### src/rtl/mips_multicycle_control.sv
// Main control FSM for the multicycle MIPS datapath with memory wait-state timeout.
// Ports: clk, rst_n, op, mem_ready in; datapath controls, bus_err, illegal_op, state out.
module mips_multicycle_control #(
  parameter int WAIT_LIMIT = 15,
  parameter int WCNT_W     = 8
) (
  input  logic       clk,
  input  logic       rst_n,
  input  logic [5:0] op,
  input  logic       mem_ready,
  output logic       pcwrite,
  output logic       pcwritecond,
  output logic       iord,
  output logic       memread,
  output logic       memwrite,
  output logic       memtoreg,
  output logic       irwrite,
  output logic [1:0] pcsource,
  output logic       aluop1,
  output logic       aluop0,
  output logic       alusrca,
  output logic [1:0] alusrcb,
  output logic       regwrite,
  output logic       regdst,
  output logic       bus_err,
  output logic       illegal_op,
  output logic [3:0] state
);

  typedef enum logic [3:0] {
    S_FETCH  = 4'd0,
    S_DECODE = 4'd1,
    S_MEMADR = 4'd2,
    S_MEMRD  = 4'd3,
    S_MEMWB  = 4'd4,
    S_MEMWR  = 4'd5,
    S_EXEC   = 4'd6,
    S_RWB    = 4'd7,
    S_BRANCH = 4'd8,
    S_JUMP   = 4'd9,
    S_ADDIEX = 4'd10,
    S_ADDIWB = 4'd11
  } state_t;

  localparam logic [5:0] OP_RTYPE = 6'b000000;
  localparam logic [5:0] OP_LW    = 6'b100011;
  localparam logic [5:0] OP_SW    = 6'b101011;
  localparam logic [5:0] OP_BEQ   = 6'b000100;
  localparam logic [5:0] OP_J     = 6'b000010;
  localparam logic [5:0] OP_ADDI  = 6'b001000;

  localparam logic [WCNT_W-1:0] LIMIT = WCNT_W'(WAIT_LIMIT);

  state_t            state_q, state_d;
  logic [WCNT_W-1:0] wcnt_q, wcnt_d;
  logic              bus_err_q, bus_err_d;
  logic              illegal_q, illegal_d;
  logic              wait_st;
  logic              timeout;

  always_comb begin
    state_d   = state_q;
    illegal_d = 1'b0;
    wait_st   = 1'b0;
    case (state_q)
      S_FETCH: begin
        wait_st = 1'b1;
        if (mem_ready) state_d = S_DECODE;
      end
      S_DECODE: begin
        case (op)
          OP_RTYPE:     state_d = S_EXEC;
          OP_LW, OP_SW: state_d = S_MEMADR;
          OP_BEQ:       state_d = S_BRANCH;
          OP_J:         state_d = S_JUMP;
          OP_ADDI:      state_d = S_ADDIEX;
          default: begin
            state_d   = S_FETCH;
            illegal_d = 1'b1;
          end
        endcase
      end
      S_MEMADR: state_d = (op == OP_LW) ? S_MEMRD : S_MEMWR;
      S_MEMRD: begin
        wait_st = 1'b1;
        if (mem_ready) state_d = S_MEMWB;
      end
      S_MEMWR: begin
        wait_st = 1'b1;
        if (mem_ready) state_d = S_FETCH;
      end
      S_EXEC:   state_d = S_RWB;
      S_ADDIEX: state_d = S_ADDIWB;
      default:  state_d = S_FETCH;
    endcase

    // Ready on the limit cycle wins; only a stall at the limit aborts.
    timeout   = wait_st && !mem_ready && (wcnt_q == LIMIT);
    bus_err_d = timeout;
    if (timeout) state_d = S_FETCH;

    if (!wait_st || mem_ready || timeout || (state_d != state_q))
      wcnt_d = '0;
    else
      wcnt_d = wcnt_q + WCNT_W'(1);
  end

  always_ff @(posedge clk or negedge rst_n) begin
    if (!rst_n) begin
      state_q   <= S_FETCH;
      wcnt_q    <= '0;
      bus_err_q <= 1'b0;
      illegal_q <= 1'b0;
    end else begin
      state_q   <= state_d;
      wcnt_q    <= wcnt_d;
      bus_err_q <= bus_err_d;
      illegal_q <= illegal_d;
    end
  end

  // Decoded from the state flop and gated by rst_n so that reset
  // silences every strobe at once, without waiting for an edge.
  always_comb begin
    pcwrite     = 1'b0;
    pcwritecond = 1'b0;
    iord        = 1'b0;
    memread     = 1'b0;
    memwrite    = 1'b0;
    memtoreg    = 1'b0;
    irwrite     = 1'b0;
    pcsource    = 2'b00;
    aluop1      = 1'b0;
    aluop0      = 1'b0;
    alusrca     = 1'b0;
    alusrcb     = 2'b00;
    regwrite    = 1'b0;
    regdst      = 1'b0;
    if (rst_n) begin
      case (state_q)
        S_FETCH: begin
          memread = 1'b1;
          alusrcb = 2'b01;
          irwrite = mem_ready;
          pcwrite = mem_ready;
        end
        S_DECODE: alusrcb = 2'b11;
        S_MEMADR, S_ADDIEX: begin
          alusrca = 1'b1;
          alusrcb = 2'b10;
        end
        S_MEMRD: begin
          memread = 1'b1;
          iord    = 1'b1;
        end
        S_MEMWB: begin
          regwrite = 1'b1;
          memtoreg = 1'b1;
        end
        S_MEMWR: begin
          memwrite = 1'b1;
          iord     = 1'b1;
        end
        S_EXEC: begin
          alusrca = 1'b1;
          aluop1  = 1'b1;
        end
        S_RWB: begin
          regwrite = 1'b1;
          regdst   = 1'b1;
        end
        S_BRANCH: begin
          alusrca     = 1'b1;
          aluop0      = 1'b1;
          pcwritecond = 1'b1;
          pcsource    = 2'b01;
        end
        S_JUMP: begin
          pcwrite  = 1'b1;
          pcsource = 2'b10;
        end
        S_ADDIWB: regwrite = 1'b1;
        default: ;
      endcase
    end
  end

  assign bus_err    = bus_err_q;
  assign illegal_op = illegal_q;
  assign state      = state_q;

endmodule

### config.mk
export PLATFORM = sky130hd
export DESIGN_NAME = mips_multicycle_control
export DESIGN_NICKNAME = d
export VERILOG_FILES = /design/src/rtl/mips_multicycle_control.sv
export SDC_FILE = /design/constraint.sdc
export NUM_CORES = 1
export LEC_CHECK = 0
export ABC_AREA = 0
export BUFFER_PORTS_ARGS = -buffer_cell sky130_fd_sc_hd__buf_2
export CORE_MARGIN = 3
export CORE_UTILIZATION = 51
export DETAILED_ROUTE_END_ITERATION = 8
export PLACE_DENSITY_LB_ADDON = 0.12
export SLEW_MARGIN = 20
export SYNTH_ARGS = -nofsm -noshare
export SYNTH_HDL_FRONTEND = slang
export SYNTH_SLANG_ARGS = --single-unit
### constraint.sdc
create_clock -name clk -period 1.9 [get_ports clk]
set_input_delay 0 -clock clk [delete_from_list [all_inputs] [get_ports clk]]
set_output_delay 0 -clock clk [all_outputs]
set_load 0.01 [all_outputs]
# Word-level counts from Yosys, hierarchy flattened
# Index checks and enable logic that the tools add are counted.
[classes]
n_addsub = 1
n_mul = 0
div = 0
magnitude_cmp = 0
eq_ne = 18
n_shift = 0
mux = 37
bitwise_logic = 0
n_reduce_logical = 17
[ops]
columns = ["cell", "count"]
rows = [
  ["case mux 4 bit (7 select lines)", 1],
  ["two-way mux 1 bit", 24],
  ["case mux 4 bit (5 select lines)", 1],
  ["== test 4 x 3 -> 1 bit (second input constant)", 4],
  ["== test 4 bit (second input constant)", 4],
  ["two-way mux 4 bit", 4],
  ["== test 6 bit (second input constant)", 2],
  ["adder 8 x 1 -> 8 bit (second input constant)", 1],
  ["== test 4 x 2 -> 1 bit (second input constant)", 2],
  ["== test 8 x 4 -> 1 bit (second input constant)", 1],
  ["two-way mux 8 bit", 1],
  ["OR reduction 2 bit", 4],
  ["== test 6 x 2 -> 1 bit (second input constant)", 1],
  ["== test 6 x 3 -> 1 bit (second input constant)", 1],
  ["== test 6 x 4 -> 1 bit (second input constant)", 1],
  ["logical NOT 6 bit", 1],
  ["case mux 2 bit (3 select lines)", 1],
  ["OR reduction 3 bit", 2],
  ["OR reduction 6 bit", 1],
  ["== test 4 x 1 -> 1 bit (second input constant)", 1],
  ["logical NOT 4 bit", 1],
  ["two-way mux 2 bit", 2],
  ["!= test 4 bit", 1],
  ["case mux 2 bit (2 select lines)", 1],
  ["other kinds (6)", 10],
]
[totals]
register_bits = 14
latchBits = 0
ram_bits = 0
rom_bits = 0
in_bits = 9
word_cells = 77
mem_count = 0

# Longest topological paths before layout
# Gate-level depths: netlist (run 1).
[depth]
depth_word = 9
ltp_mapped = 6
mapped_depth_nobuf = 5

# Worst setup path before layout (run 1)
# No wires, ideal clock.
[synth_timing]
path_type = "reg2out"
start = "register state_q[3] (netlist: state[3])"
end = "output pcsource[0]"
arrival_time_ns = 1.419
path_slack_ns = 0.481
stages_incl_launch_ff = 6
path_cell_list = "dfrtp_1 > buf_4 > buf_2 > nand3b_1 > nor3_1 > buf_4"
[synth_via]
elab_chain_cells = 3
word_cells_on_any_way = 4
classes_between = "2 x eq/ne; 2 x mux"
[synth_lines]
columns = ["element", "line", "source"]
rows = [
  ["start, declared", "54", "state_t state_q, state_d;"],
  ["start signal, assigned", "115", "state_q <= state_d;"],
  ["== test 4 bit", "140", "case (state_q)"],
  ["case mux 2 bit (2 select lines) (*)", "140", ""],
  ["two-way mux 2 bit (*)", "139", "if (rst_n) begin"],
  ["end, declared", "18", "output logic [1:0] pcsource,"],
]
# Every way passes the cells marked *; elsewhere a longest branch is shown, timed or not.

# Worst setup path in the final report (run 1)
[layout_timing]
start = "register state_q[1] (netlist: state[1])"
end = "output pcwrite"
[layout_via]
elab_chain_cells = 3
word_cells_on_any_way = 4
classes_between = "1 x eq/ne; 2 x mux; 1 x reduce/logical"
[layout_lines]
columns = ["element", "line", "source"]
rows = [
  ["== test 4 bit / logical NOT 4 bit (equally long branches)", "140", ""],
  ["case mux 1 bit (2 select lines) (*)", "140", ""],
  ["two-way mux 1 bit (*)", "139", ""],
  ["end, declared", "11", "output logic pcwrite,"],
]
# Marked as above.

==> impl_metrics.tcl, run 1 <==
set metrics [dict create \
    synth_cell_type_count 45 \
    cts-root-buf "clkbuf_4" \
    wirelength_microns 2400 \
    path_clk_slew_ns 0.08 \
    holdWs_ns 0.0584 \
    finClkSkew_ns 0.00197 \
    hold_class "in2reg" \
    ys.flop_type "dfrtp_1" \
    postRouteAntennaNets 0 \
    syn2layout_area_growth_pct 19.2 \
    fill_cells 184 \
    cts_made_buffers 3 \
    clock.fmax_ghz 0.597 \
    synth_area_sq_um 1110 \
    die_h_microns 52.7 \
    viasPerCell 5.51 \
    first_iter_violations 20 \
    cp.required_ns 1.90 \
    synth_xor_area_share_pct 7.87 \
    maxSlewHeadroom_pct 69.4 \
    outcome "finished, final reports clean" \
    multiInputGateArea_sq_um 682 \
    rsz0062_at_grt "no" \
    cts_sinks 14 \
    power_frac_comb_pct 35.2 \
    ioPinCount 31 \
    clk_latency_ns 0.28 \
    place_hpwl_microns 1800 \
    ff2ff_path_depth 5 \
    diodes 0 \
    tns_ns 0 \
    syn-num-nets 134 \
    ff2ff_setup_slack_ns 0.31 \
    grt_max_degree 21 \
    p_seq_share_pct 41.1 \
    pwr_density_cell_nw_per_um2 678 \
    grt_usage_pct 21.0 \
    synth-simple-area-share_pct 36.9 \
    grt_first_pass_wirelength_microns 4340 \
    period_needed_ns 1.68 \
    p_switching_w 0.000313 \
    rr_endpoint "state[1]" \
    htreeDepth 1 \
    post-place-ws_ns 0.302 \
    worstHoldStart "op[4]" \
    drv_slew 0 \
    rr_startpoint "state[3]" \
    yosysWarnings 0 \
    drv_cap 0 \
    syn_avg_cell_area_sq_um 8.97 \
    nets 167 \
    die_w_microns 52.7 \
    finalCritPeriodShare_pct 88.2 \
    drc_errors 0 \
    whs_path_depth 4 \
    syn_inst 124 \
    total_power_w 0.000899 \
    async_reset_ff_share_pct 100 \
    crit_type "reg2out" \
    hold_violations 0 \
    synth-seq-cells 14 \
    layout_setup_ws_ns 0.224 \
    drt_pass1_iterations 4 \
    ir_drop_mv 0.462 \
    grt_pass1_vias 982 \
    grt_overflow 0 \
    ys_seq_area_share_pct 31.5 \
    synth_top_family_by_area "simple AND/OR/NAND/NOR gates" \
    layout_commonest_cell "buf_2" \
    coreArea_sq_um 2020 \
    clockBufferDepth 2 \
    initial_core_util_pct 55.0 \
    start_kind "flop" \
    cts_tree "yes" \
    synth-adder-area-share_pct 1.12 \
    gp_congestion 0.761 \
    synth_edf_count 0 \
    finish.utilization_pct 65.6 \
    drive_gt1_share_pct 34.6 \
    crit_fanout 11 \
    rows 16 \
    register_area_sq_um 355 \
    p_sw_share_pct 34.8 \
    dieArea_sq_um 2780 \
    p_clk_share_pct 23.7 \
    worstSetupEndpointType "output pin" \
    finalSetupViolations 0 \
    final_cell_mix "buf_2, nor2_1, dfrtp_1, nand2_1" \
    wl_per_cell_microns 13.1 \
    hold_end "state[3]" \
    io_buffer_count 30 \
    muxShareOfSynthArea_pct 0 \
    num_vias 1008 \
    p_leak_nw 0.663 \
    cp.arrival_ns 1.68 \
    synth_compound_area_share_pct 15.2 \
    max_slew.worst_pin.slew_ns 0.459 \
    p_int_w 0.000586 \
    antenna_found_initial 0 \
]
-- through the flow --
step	instances	cell area [sq um]
floorplan	124	1110
global placement	174	1240
detailed placement	174	1240
CTS	180	1300
global route	183	1330
finish	183	1330
-- final cells by class --
cell class                      count  area share, %
Multi-Input combinational cell     99           51.4
Sequential cell                    14           26.8
Timing Repair Buffer               38           16.2
Clock buffer                        4           2.74
Tap cell                           27           2.55
Inverter                            1          0.283
-- per-layer routing --
layer  vias up  GRT usage, %  part of all wire, %
met2        24          35.7                   47
met3         4          6.27                  5.1
li1        507             -                    -
met5         -             0                    0
met4         0          5.11                 0.79
met1       473          25.7                   47
-- kinds of logic after synthesis --
family	after synthesis
compound gates	21
xor+xnor	10
fa+ha+maj	1
buf+inv	11
flops	14
simple gates	67
-- power by group through the flow --
| stage | sequential [W] | clock [W] | combinational, W |
|---|---|---|---|
| after floorplan | 0.000354 | 0 | 0.000249 |
| after global placement | 0.000375 | 0 | 0.000303 |
| after detailed placement | 0.000376 | 0 | 0.000311 |
| after CTS | 0.000370 | 0.000223 | 0.000315 |
| after global routing | 0.000377 | 0.000238 | 0.000355 |
| final | 0.000369 | 0.000213 | 0.000317 |
-- critical path, stage by stage, from the launching register on --
cell	delay, ns
dfrtp_1	0.52
buf_4	0.26
nand2b_1	0.18
nor2_1	0.07
or2_1	0.22
buf_2	0.14
-- synth_stat cells, types with 2 or more instances --
cell / number / area, sq um
nor2_1: 20 / 75.1
dfrtp_1: 14 / 350
nand2_1: 8 / 30.0
a21oi_1: 6 / 30.0
nor3_1: 6 / 30.0
xnor2_1: 6 / 52.6
and3_1: 4 / 25.0
buf_4: 4 / 30.0
nor3b_1: 4 / 30.0
xor2_1: 4 / 35.0
buf_2: 3 / 15.0
buf_6: 3 / 33.8
nand2b_1: 3 / 18.8
nand3_1: 3 / 15.0
nand3b_1: 2 / 15.0
nand4_1: 2 / 12.5
nor2b_1: 2 / 12.5
nor4b_4: 2 / 47.6
o21ai_0: 2 / 10.0
-- state kept, by name (all words and copies together) (netlist names) --
signal	flops
wcnt_q	8
illegal_op	1
state	4
bus_err	1
-- worst max path at each step --
stage          startpoint           to  cells past startpoint
3_5_place_dp     state[3]     state[1]                      4
4_1_cts          state[2]      pcwrite                      5
2_1_floorplan    state[3]  pcsource[0]                      5
3_3_place_gp     state[3]     state[1]                      4
6_report         state[1]      pcwrite                      5
5_1_grt          state[2]      pcwrite                      5
-- what timing repair did --
item | 4_1_cts | 5_1_grt
endpoints found under the setup margin | 1 | 6
hold buffers | 2 | 0
buffers inserted | 0 | 3
resized for setup | 1 | 3
hold endpoints to repair | 15 | 0
cloned | 0 | 0
Power figures use the tool's default switching activity.
==> run 2, diff against run 1 <==
- GPL_TIMING_DRIVEN: unset -> 0
==> run 2 against run 1 <==
Sequential power fell by 7.3%; sequential share of layout area fell by 0.94 points; utilization rose by 1.4 points; clock power fell by 2%; setup slack got worse by 0.073 ns; via count rose by 1.4%; critical path type unchanged; hold slack improved by 0.016 ns; count of clock-buffer cells in the layout did not move.
==> impl_metrics.tcl, run 2 (same netlist as run 1, synthesis figures left out) <==
set metrics [dict create \
    period_needed_ns 1.75 \
    syn2layout_area_growth_pct 21.8 \
    dieArea_sq_um 2780 \
    crit_end "pcsource[0]" \
    viasPerCell 5.47 \
    maxSlewHeadroom_pct 68.9 \
    tns_ns 0 \
    diodes 0 \
    worst-path-stages 6 \
    ioPinCount 31 \
    finalCritPeriodShare_pct 92.0 \
    die_h_microns 52.7 \
    cts_tree "yes" \
    cpPeakStageDelay_ns 0.35 \
    drc_errors 0 \
    initial_core_util_pct 55.0 \
    finClkSkew_ns 0.00315 \
    path_clk_slew_ns 0.08 \
    slowest_stage "dfrtp_1" \
    cts_sinks 14 \
    gp_congestion 0.779 \
    fill_cells 165 \
    clk_latency_ns 0.28 \
    crit_chain "buf_4 > buf_2 > nand3b_1 > nor3_1 > buf_4 > buf_2" \
    top_register "wcnt_q" \
    hold_violations 0 \
    drv_cap 0 \
    ir_drop_mv 0.572 \
    start_kind "flop" \
    first_iter_violations 19 \
    drv_slew 0 \
    ff2ff_setup_slack_ns 0.40 \
    outcome "finished, final reports clean" \
    num_vias 1022 \
    crit_type "reg2out" \
    grt_first_pass_wirelength_microns 4170 \
    cts-root-buf "clkbuf_4" \
    antenna_found_initial 0 \
    p_leak_nw 0.690 \
    wl_per_cell_microns 13.0 \
    grt_usage_pct 20.0 \
    crit_fanout 10 \
    drt_pass1_iterations 4 \
    grt_pass1_vias 932 \
    rr_endpoint "state[1]" \
    pwr_density_cell_nw_per_um2 671 \
    ff2ff_path_depth 5 \
    worstSetupEndpointType "output pin" \
    grt_max_degree 21 \
    crit_family "buffers and inverters" \
    rr_startpoint "state[3]" \
    nets 171 \
    hold_class "in2reg" \
    crit_buf_inv 4 \
    final_cell_mix "buf_2, nor2_1, dfrtp_1, nand2_1" \
    coreArea_sq_um 2020 \
    rows 16 \
    startpoint "state[3]" \
    cp.required_ns 1.90 \
    max_slew.worst_pin.slew_ns 0.463 \
    holdWs_ns 0.0743 \
    cts_made_buffers 3 \
    rsz0062_at_grt "no" \
    postRouteAntennaNets 0 \
    finalSetupViolations 0 \
    largest_reg_flops 8 \
    layout_commonest_cell "buf_2" \
    die_w_microns 52.7 \
    clockBufferDepth 2 \
    postCtsSetupBuffers 0 \
    grt_overflow 0 \
    htreeDepth 1 \
    drive_gt1_share_pct 35.0 \
    clock.fmax_ghz 0.572 \
    io_buffer_count 30 \
    cp.arrival_ns 1.75 \
    wirelength_microns 2430 \
    place_hpwl_microns 1780 \
]
==> run 2: cell types whose count changed in the layout (fill, tap and decap cells not counted) <==
cell	previous run	this run
buf_2	30	33
buf_6	0	3
buf_4	6	4
dfrtp_1	12	14
dfrtp_2	1	0
dfrtp_4	1	0
==> run 2: tightest hold or removal path: stages <==
cell and delay (ns):
buf_2 0.12, a21oi_1 0.12, a311oi_1 0.07
==> run 2: worst min-delay path by stage <==
| stage | cells after the start | end | from | slack, ns |
|---|---|---|---|---|
| 2_1_floorplan | 0 | bus_err | rst_n | -0.30 |
| 3_5_place_dp | 1 | state[0] | rst_n | -0.05 |
| 6_report | 3 | illegal_op | op[4] | 0.07 |
| 5_1_grt | 3 | illegal_op | op[4] | 0.06 |
| 3_3_place_gp | 1 | state[0] | rst_n | -0.05 |
| 4_1_cts | 3 | illegal_op | op[4] | 0.06 |
==> run 2: layout make-up <==
| cell class | instances | area, sq um | share of cell area [%] |
|---|---|---|---|
| Multi-Input combinational cell | 99 | 682 | 50.3 |
| Inverter | 1 | 3.75 | 0.277 |
| Sequential cell | 14 | 350 | 25.9 |
| Clock buffer | 4 | 36.3 | 2.68 |
| Timing Repair Buffer | 32 | 170 | 12.6 |
| Tap cell | 27 | 33.8 | 2.49 |
| Buffer | 10 | 78.8 | 5.82 |
==> run 2: metal layers <==
metal,vias up,GRT usage [%],wire [microns]
li1,515,-,-
met1,469,27.5,1150
met2,38,30.6,1120
met3,0,6.84,171
met4,0,3.40,0
met5,-,0,0
==> run 2: timing repair <==
item / in CTS / in global routing
resized for setup: 0 / 1
endpoints found under the hold margin: 15 / 0
endpoints found under the setup margin: 0 / 1
hold buffers: 2 / 0
==> run 2: metrics by stage <==
stage / instance area [sq um] / total power, W / setup WS (ns) / utilization, % / std cells
2_1_floorplan: 1110 / 0.000602 / 0.481 / - / 124
6_report: 1360 / 0.000910 / 0.151 / 67.0 / 187
3_3_place_gp: 1300 / 0.000695 / 0.432 / 64.1 / 181
3_5_place_dp: 1300 / 0.000703 / 0.417 / 64.1 / 181
5_1_grt: 1360 / 0.000976 / 0.0395 / 67.0 / 187
4_1_cts: 1350 / 0.000917 / 0.125 / 66.9 / 187
==> run 2: power breakdown <==
group          internal, W  switching, W  leakage, nW
Sequential        0.000324     0.0000175        0.191
Clock             0.000117     0.0000926       0.0210
Combinational     0.000158      0.000201        0.477
Total             0.000599      0.000311        0.690
==> run 3, diff against run 2 <==
- PLACE_DENSITY: unset -> 0.78
- PLACE_DENSITY_LB_ADDON: 0.12 -> unset
==> run 3 against run 2 <==
Setup slack improved by 0.027 ns; total power is 5.6% lower; utilization shrank 0.80 points; register-to-register slack improved by 0.04 ns; non-clock buffer count unchanged; sequential share of layout area grew 0.31 points; via count up 0.29%; critical path type unchanged; largest cell class unchanged.
==> impl_metrics.tcl, run 3 (same netlist as run 1, synthesis figures left out) <==
set metrics [dict create \
    period_needed_ns 1.72 \
    rows 16 \
    die_h_microns 52.7 \
    cts_sinks 14 \
    power_frac_comb_pct 41.7 \
    nets 171 \
    initial_core_util_pct 55.0 \
    finalCritPeriodShare_pct 90.6 \
    viasPerCell 5.51 \
    clockBufferDepth 2 \
    postRouteAntennaNets 0 \
    place_hpwl_microns 1830 \
    slowest_stage "dfrtp_1" \
    ioPinCount 31 \
    p_clk_share_pct 18.6 \
    clk_latency_ns 0.27 \
    grt_max_degree 21 \
    layout_commonest_cell "buf_2" \
    worstSetupEndpointType "output pin" \
    wirelength_microns 2440 \
    maxSlewHeadroom_pct 72.3 \
    outcome "finished, final reports clean" \
    syn2layout_area_growth_pct 20.4 \
    coreArea_sq_um 2020 \
    cts_made_buffers 3 \
    crit_fanout 8 \
    fill_cells 177 \
    cpPeakStageDelay_ns 0.38 \
    drt_pass1_iterations 4 \
    grt_overflow 0 \
    multiInputGateArea_sq_um 679 \
    tns_ns 0 \
    clock.fmax_ghz 0.581 \
    antenna_found_initial 0 \
    p_switching_w 0.000303 \
    dieArea_sq_um 2780 \
    p_sw_share_pct 35.3 \
    finClkSkew_ns 0.000570 \
    p_seq_share_pct 39.7 \
    cts_tree "yes" \
    crit_family "simple AND/OR/NAND/NOR gates" \
    num_vias 1025 \
    cts-root-buf "clkbuf_4" \
    place_area_sq_um 1300 \
    wl_per_cell_microns 13.1 \
    holdWs_ns 0.0758 \
    ir_drop_mv 0.547 \
    gp_congestion 0.791 \
    hold_violations 0 \
    top_register "wcnt_q" \
    drive_gt1_share_pct 34.0 \
    drc_errors 0 \
    path_clk_slew_ns 0.07 \
    dp.cells 181 \
    p_leak_nw 0.682 \
    hold_class "in2reg" \
    grt_first_pass_wirelength_microns 4100 \
    drv_cap 0 \
    grt_usage_pct 19.7 \
    htreeDepth 1 \
    largest_reg_flops 8 \
    pwr_density_cell_nw_per_um2 642 \
    finalInstanceArea_sq_um 1340 \
    diodes 0 \
    finalSetupViolations 0 \
    crit_buf_inv 2 \
    first_iter_violations 19 \
    grt_pass1_vias 959 \
    register_area_sq_um 350 \
    crit_type "reg2out" \
    start_kind "flop" \
    io_buffer_count 30 \
    max_slew.worst_pin.slew_ns 0.412 \
    postCtsSetupBuffers 0 \
    final_cell_mix "buf_2, nor2_1, dfrtp_1, nand2_1" \
    rsz0062_at_grt "no" \
    die_w_microns 52.7 \
    drv_slew 0 \
    cp.required_ns 1.90 \
    p_int_w 0.000556 \
    fin_cells 186 \
    cp.arrival_ns 1.72 \
    crit_chain "buf_4 > nor2_1 > nand2_1 > nor4b_4 > or2_1 > buf_2" \
]
## run 3: metrics by stage
step	power, W	util, %	setup slack [ns]
3_5_place_dp	0.000702	64.1	0.440
4_1_cts	0.000870	66.2	0.162
3_3_place_gp	0.000695	64.1	0.444
5_1_grt	0.000928	66.2	0.0316
6_report	0.000859	66.2	0.179
2_1_floorplan	0.000602	-	0.481
## run 3: cell type report
cell class / count / share of cell area (%)
Multi-Input combinational cell: 99 / 50.7
Sequential cell: 14 / 26.2
Timing Repair Buffer: 32 / 12.7
Buffer: 10 / 5.89
Tap cell: 27 / 2.52
Clock buffer: 3 / 1.68
Inverter: 1 / 0.280
## run 3: path summary, 6_finish.rpt
path,startpoint,to,slack (ns),depth (start not counted)
min in group asynchronous,rst_n,wcnt_q[5],0.18,2
worst max-delay path,state[3],pcwrite,0.18,6
worst min-delay path,op[4],illegal_op,0.08,3
worst max register to register,state[3],state[1],0.44,5
worst min register to register,wcnt_q[0],wcnt_q[0],0.45,1
max in group asynchronous,rst_n,wcnt_q[0],1.43,2
## run 3: timing repair
| item | 4_1_cts | 5_1_grt |
|---|---|---|
| hold buffers | 2 | 0 |
| endpoints found under the hold margin | 15 | 0 |
| gates resized for setup | 0 | 0 |
## run 3: worst register-to-register path: stages, from the launching register on
cell       delay (ns)
dfrtp_1          0.38
buf_4            0.17
buf_2            0.19
a2111oi_0        0.35
o32a_1           0.21
nor2_1           0.04
## run 3: power groups by stage
stage / Sequential, W / Combinational [W] / Clock, W
6_report: 0.000341 / 0.000358 / 0.000160
2_1_floorplan: 0.000354 / 0.000249 / 0
4_1_cts: 0.000342 / 0.000360 / 0.000169
3_3_place_gp: 0.000346 / 0.000350 / 0
3_5_place_dp: 0.000346 / 0.000356 / 0
5_1_grt: 0.000344 / 0.000400 / 0.000184
## run 3: layer usage
metal / share of wire, % / GRT usage (%)
met1: 47 / 25.1
met2: 47 / 32.4
met3: 5.9 / 5.70
met4: 1.0 / 5.11
met5: 0 / 0
